<file path="config.mk">
export PLATFORM = sky130hd
export DESIGN_NAME = fifo_arb_ctrl
export DESIGN_NICKNAME = d
export VERILOG_FILES = /design/src/rtl/fifo_arb_ctrl.sv
export SDC_FILE = /design/constraint.sdc
export NUM_CORES = 1
export LEC_CHECK = 0
export CORE_MARGIN = 2
export CORE_UTILIZATION = 47
export DETAILED_ROUTE_END_ITERATION = 6
export PLACE_DENSITY = 0.94
export SYNTH_ARGS = -nofsm -noshare
export SYNTH_HDL_FRONTEND = slang
export SYNTH_SLANG_ARGS = --single-unit
</file>
<file path="constraint.sdc">
create_clock -name clk -period 6.5 [get_ports clk]
set_input_delay 1.3 -clock clk [delete_from_list [all_inputs] [get_ports clk]]
set_output_delay 1.3 -clock clk [all_outputs]
set_load 0.005 [all_outputs]
</file>
<file path="src/rtl/fifo_arb_ctrl.sv">
// Two-requester round-robin write arbiter in front of a FIFO controller that
// drives an external synchronous dual-port memory (read data one clock late).
module fifo_arb_ctrl #(
    parameter int AW    = 8,
    parameter int DW    = 8,
    parameter int AF_TH = 240
) (
    input  logic          clk,
    input  logic          rst_n,
    input  logic          req0,
    input  logic          req1,
    input  logic [DW-1:0] data0,
    input  logic [DW-1:0] data1,
    output logic          gnt0,
    output logic          gnt1,
    input  logic          flush,
    input  logic          rd_en,
    output logic [DW-1:0] dout,
    output logic          dout_valid,
    output logic          full,
    output logic          empty,
    output logic          almost_full,
    output logic [AW:0]   count,
    output logic          rd_udf,
    output logic          mem_w_en,
    output logic [AW-1:0] mem_w_addr,
    output logic [DW-1:0] mem_w_data,
    output logic [AW-1:0] mem_r_addr,
    input  logic [DW-1:0] mem_r_data
);

    localparam logic [AW:0] DEPTH  = (AW+1)'(1) << AW;
    localparam logic [AW:0] AF_LVL = AF_TH[AW:0];

    logic [AW-1:0] wr_ptr;
    logic [AW-1:0] rd_ptr;
    logic          last_gnt;
    logic          grant;
    logic          pop;

    assign full        = (count == DEPTH);
    assign empty       = (count == '0);
    assign almost_full = (count >= AF_LVL);

    // rst_n gates the grant so nothing is accepted while reset is held.
    always_comb begin
        // NOTE: every always_comb output gets a default first so no latch is inferred.
        gnt0 = 1'b0;
        gnt1 = 1'b0;
        if (rst_n && !full && !flush) begin
            if (req0 && req1) begin
                gnt0 = last_gnt;
                gnt1 = !last_gnt;
            end else begin
                gnt0 = req0;
                gnt1 = req1;
            end
        end
    end

    assign grant      = gnt0 | gnt1;
    assign pop        = rd_en && !empty && !flush;
    assign mem_w_en   = grant;
    assign mem_w_addr = wr_ptr;
    assign mem_w_data = gnt1 ? data1 : data0;
    assign mem_r_addr = rd_ptr;
    assign dout       = mem_r_data;

    always_ff @(posedge clk or negedge rst_n) begin
        if (!rst_n) begin
            wr_ptr     <= '0;
            rd_ptr     <= '0;
            count      <= '0;
            last_gnt   <= 1'b1;
            dout_valid <= 1'b0;
            rd_udf     <= 1'b0;
        end else begin
            // NOTE: sequential state uses non-blocking assignments so every
            // register samples the pre-edge values of the others.
            dout_valid <= pop;
            if (grant) begin
                last_gnt <= gnt1;
            end
            if (flush) begin
                wr_ptr <= '0;
                rd_ptr <= '0;
                count  <= '0;
                rd_udf <= 1'b0;
            end else begin
                if (grant) begin
                    wr_ptr <= wr_ptr + 1'b1;
                end
                if (pop) begin
                    rd_ptr <= rd_ptr + 1'b1;
                end
                case ({grant, pop})
                    2'b10:   count <= count + 1'b1;
                    2'b01:   count <= count - 1'b1;
                    default: count <= count;
                endcase
                if (rd_en && empty) begin
                    rd_udf <= 1'b1;
                end
            end
        end
    end

endmodule

</file>
==> results.md <==
- Count of flip-flops with a built-in enable after synthesis: 0
- Fraction of layout instances using a drive strength above 1: 0.1098
- Number of max-slew violations in the final report: 0
- Final std cell area, no fill: 0.002631 mm2
- Worst setup slack after placement: 1458 ps
- Maximum frequency from static timing analysis: 206.6 MHz
- Wire length of the first global-routing pass: 7272 um
- Total clock sinks: 28
- Height of the die: 68.90 um
- Pin count of the biggest net entering global routing: 32
- Last weighted congestion value of the routability-driven placer: 0.8672
- Synth area leader: sky130_fd_sc_hd__dfrtp_1
- Post-detailed-route count of antenna-violating nets: 0
- DR iter-0 viols: 59
- Clock insertion delay at the later pin of the skew report: 270 ps
- Worst path required time: 5200 ps
- Part of the power in registers: 0.336
- Register area share after synthesis: 0.3546
- Wire per inst: 14.99 um
- CTS resizes: 0
- Sum Neg Setup Slack: 0 ps
- Post-synthesis cell type count: 48
- Post-synth ARST share: 1.000
- Library cell used as clock root buffer: sky130_fd_sc_hd__clkbuf_8
- Max-cap violations: 0
- Yosys warnings: 0
- Dominant register cell in the synthesized netlist: sky130_fd_sc_hd__dfrtp_1
- # Post-CTS Setup Buffers: 0
- Power Internal: 0.5063 mW
- Final cell utilization of the core: 0.6531
- Synthesized net count: 242
- Via count of the first global-routing pass: 1626
- Net count reported at finish: 296
- Crit share post-route: 0.7446
- Post-CTS Hold Fix Bufs: 0
- Clock period minus worst slack: 4840 ps
- Clock Skews: 4.153 ps
- Top post-synthesis cells by count: sky130_fd_sc_hd__dfrtp_1, sky130_fd_sc_hd__nor2_1, sky130_fd_sc_hd__a21oi_1
- Cell leakage power: 1.108 nW
- Ant diodes: 0
- Class of the tightest hold or removal check: register to register
- Worst path setup slack after routing: 1660 ps
- Router iterations before antenna repair: 4
- Worst Hold Margin: 528.8 ps
- Global route overflow: 0
- CTS Buffer Depth: 2
- Total setup violations reported at the end of the flow: 0
- PortBufs: 62
- Library cell with the highest instance count after synthesis: sky130_fd_sc_hd__dfrtp_1
- Synth-to-Final Area Change: 32.93%
- Capturing element type of the critical path: output pin
- Worst-Margin Slew: 668.4 ps
- Count of unresolved DRC violations after routing: 0
- Number of vias after detailed routing: 1658
- Vias/cell: 5.436
- Highest net fanout along the worst path: 29
- Post-placement cell area: 0.002576 mm2
- Proportion of netlist area held by the largest area contributor: 0.3413
- TritonCTS clock tree: done
- Total clock buffers created by CTS: 3
- Antenna violations before repair: 0
- Crit start category: input port
- Horiz. Die Dim: 68.90 um
- Combinational share of power: 0.538
- Final hold viol count: 0
- Switching share of power: 0.3980
- Max IR drop VDD: 217.0 uV
- Most area-consuming cells after synthesis: sky130_fd_sc_hd__dfrtp_1, sky130_fd_sc_hd__ha_1, sky130_fd_sc_hd__xnor2_1
- Detailed-placement wirelength estimate: 3522 um
- Setup repair after global routing missed its margin: false
- Arrival time worst endpoint: 3540 ps
- Cell area after synthesis: 0.001979 mm2
- Part of the total power dissipated in the clock network: 0.126
- Worst slew margin relative to its limit: 0.5520
- Standard-cell row count: 23
- Overall routed net length: 4571 um
- Die outline area: 0.004747 mm2
- Pwr per Cell Area: 319.6 mW/mm2
- Clock-pin slew reported for the worst setup and hold paths after clock tree synthesis: 90 ps
- Outcome: finished, final reports clean
- Post-synthesis register bit count: 28
- Effective utilization at floorplan: 0.4913
- Per-instance average area after synthesis: 9.799 um2
- GRT Total Usage: 0.2032
- CTS HTree Levels: 1
- Critical path class: input port to output pin
- Number of standard cells after synthesis: 202
- Switching power total: 0.3347 mW
- Core Box Area: 0.004029 mm2
- I/O pin total: 79
-- flip-flops by register name, summed over array words and instances, names as in the netlist --
| name | flops |
|---|---|
| last_gnt | 1 |
| count | 9 |
| mem_w_addr | 8 |
| dout_valid | 1 |
| rd_udf | 1 |
| mem_r_addr | 8 |
-- per-stage QoR --
stage               power, mW  instances
floorplan              0.5631        202
global placement       0.7163        301
detailed placement     0.7346        301
CTS                    0.8421        305
global route           0.9010        305
finish                 0.8410        305
-- cell type report --
cell class / count / area, um2
Tap cell: 50 / 62.56
Fill cell: 345 / 1398
Multi-Input combinational cell: 151 / 1146
Clock buffer: 4 / 55.05
Timing Repair Buffer: 64 / 635.6
Sequential cell: 28 / 701.9
Inverter: 8 / 30.03
-- critical path, stage by stage --
cell and delay, ps:
sky130_fd_sc_hd__clkdlybuf4s50_1 450, sky130_fd_sc_hd__buf_4 340, sky130_fd_sc_hd__nand2b_4 80, sky130_fd_sc_hd__nor2_1 270, sky130_fd_sc_hd__nand3_2 280, sky130_fd_sc_hd__mux2_2 310, sky130_fd_sc_hd__clkdlybuf4s50_1 500
-- power groups by stage --
stage / Clock [mW] / Sequential, mW / Combinational, mW
detailed placement: 0 / 0.284 / 0.451
finish: 0.106 / 0.282 / 0.452
global route: 0.114 / 0.291 / 0.496
global placement: 0 / 0.282 / 0.434
CTS: 0.108 / 0.282 / 0.453
floorplan: 0 / 0.266 / 0.297
-- logic make-up (layout without fill, tap and decap cells) --
| kind of cell | Yosys count | in the layout | synth area share |
|---|---|---|---|
| AOI/OAI and AO/OA | 34 | 34 | 0.1201 |
| DFF | 28 | 28 | 0.3546 |
| buffers and inverters | 23 | 76 | 0.06637 |
| adders and majority gates | 10 | 10 | 0.06701 |
| xor gates and xnor gates | 17 | 17 | 0.07522 |
| and+or+nand+nor | 72 | 72 | 0.2181 |
| muxes | 18 | 18 | 0.09861 |
-- path summary, 6_finish.rpt --
path	slack, ps	from	depth (start not counted)	endpoint
max reg2reg	2860	count[4]$_DFFE_PN0P_	10	count[8]$_DFFE_PN0P_
min reg2reg	530	rd_udf$_DFFE_PN0P_	2	rd_udf$_DFFE_PN0P_
min in group asynchronous	1410	rst_n	2	mem_w_addr[5]$_DFFE_PN0P_
max in group asynchronous	4780	rst_n	2	last_gnt$_DFFE_PN1P_
min	530	rd_udf$_DFFE_PN0P_	2	rd_udf$_DFFE_PN0P_
max	1660	rst_n	7	mem_w_data[2]
-- placed cells by master, fill, tap and decap left out, types with 3 or more instances in the layout --
cell type,instances
sky130_fd_sc_hd__nand2b_1,7
sky130_fd_sc_hd__ha_1,9
sky130_fd_sc_hd__xor2_1,6
sky130_fd_sc_hd__a21oi_1,13
sky130_fd_sc_hd__mux2i_1,9
sky130_fd_sc_hd__nor3_1,6
sky130_fd_sc_hd__inv_1,8
sky130_fd_sc_hd__o21ai_0,5
sky130_fd_sc_hd__nand3_1,3
sky130_fd_sc_hd__or3_1,4
sky130_fd_sc_hd__nor2_1,23
sky130_fd_sc_hd__dfrtp_1,27
sky130_fd_sc_hd__clkdlybuf4s50_1,62
sky130_fd_sc_hd__nand2_1,12
sky130_fd_sc_hd__clkbuf_8,4
sky130_fd_sc_hd__xnor2_1,11
sky130_fd_sc_hd__mux2_2,8
-- per-layer routing --
metal  track usage  vias up  share of wire
met5             0        -              0
met4       0.07353        0         0.0057
met3       0.03571        6          0.053
met1        0.2505      803           0.42
li1              -      807              -
met2        0.3546       42           0.52
Power figures use the tool's default switching activity.
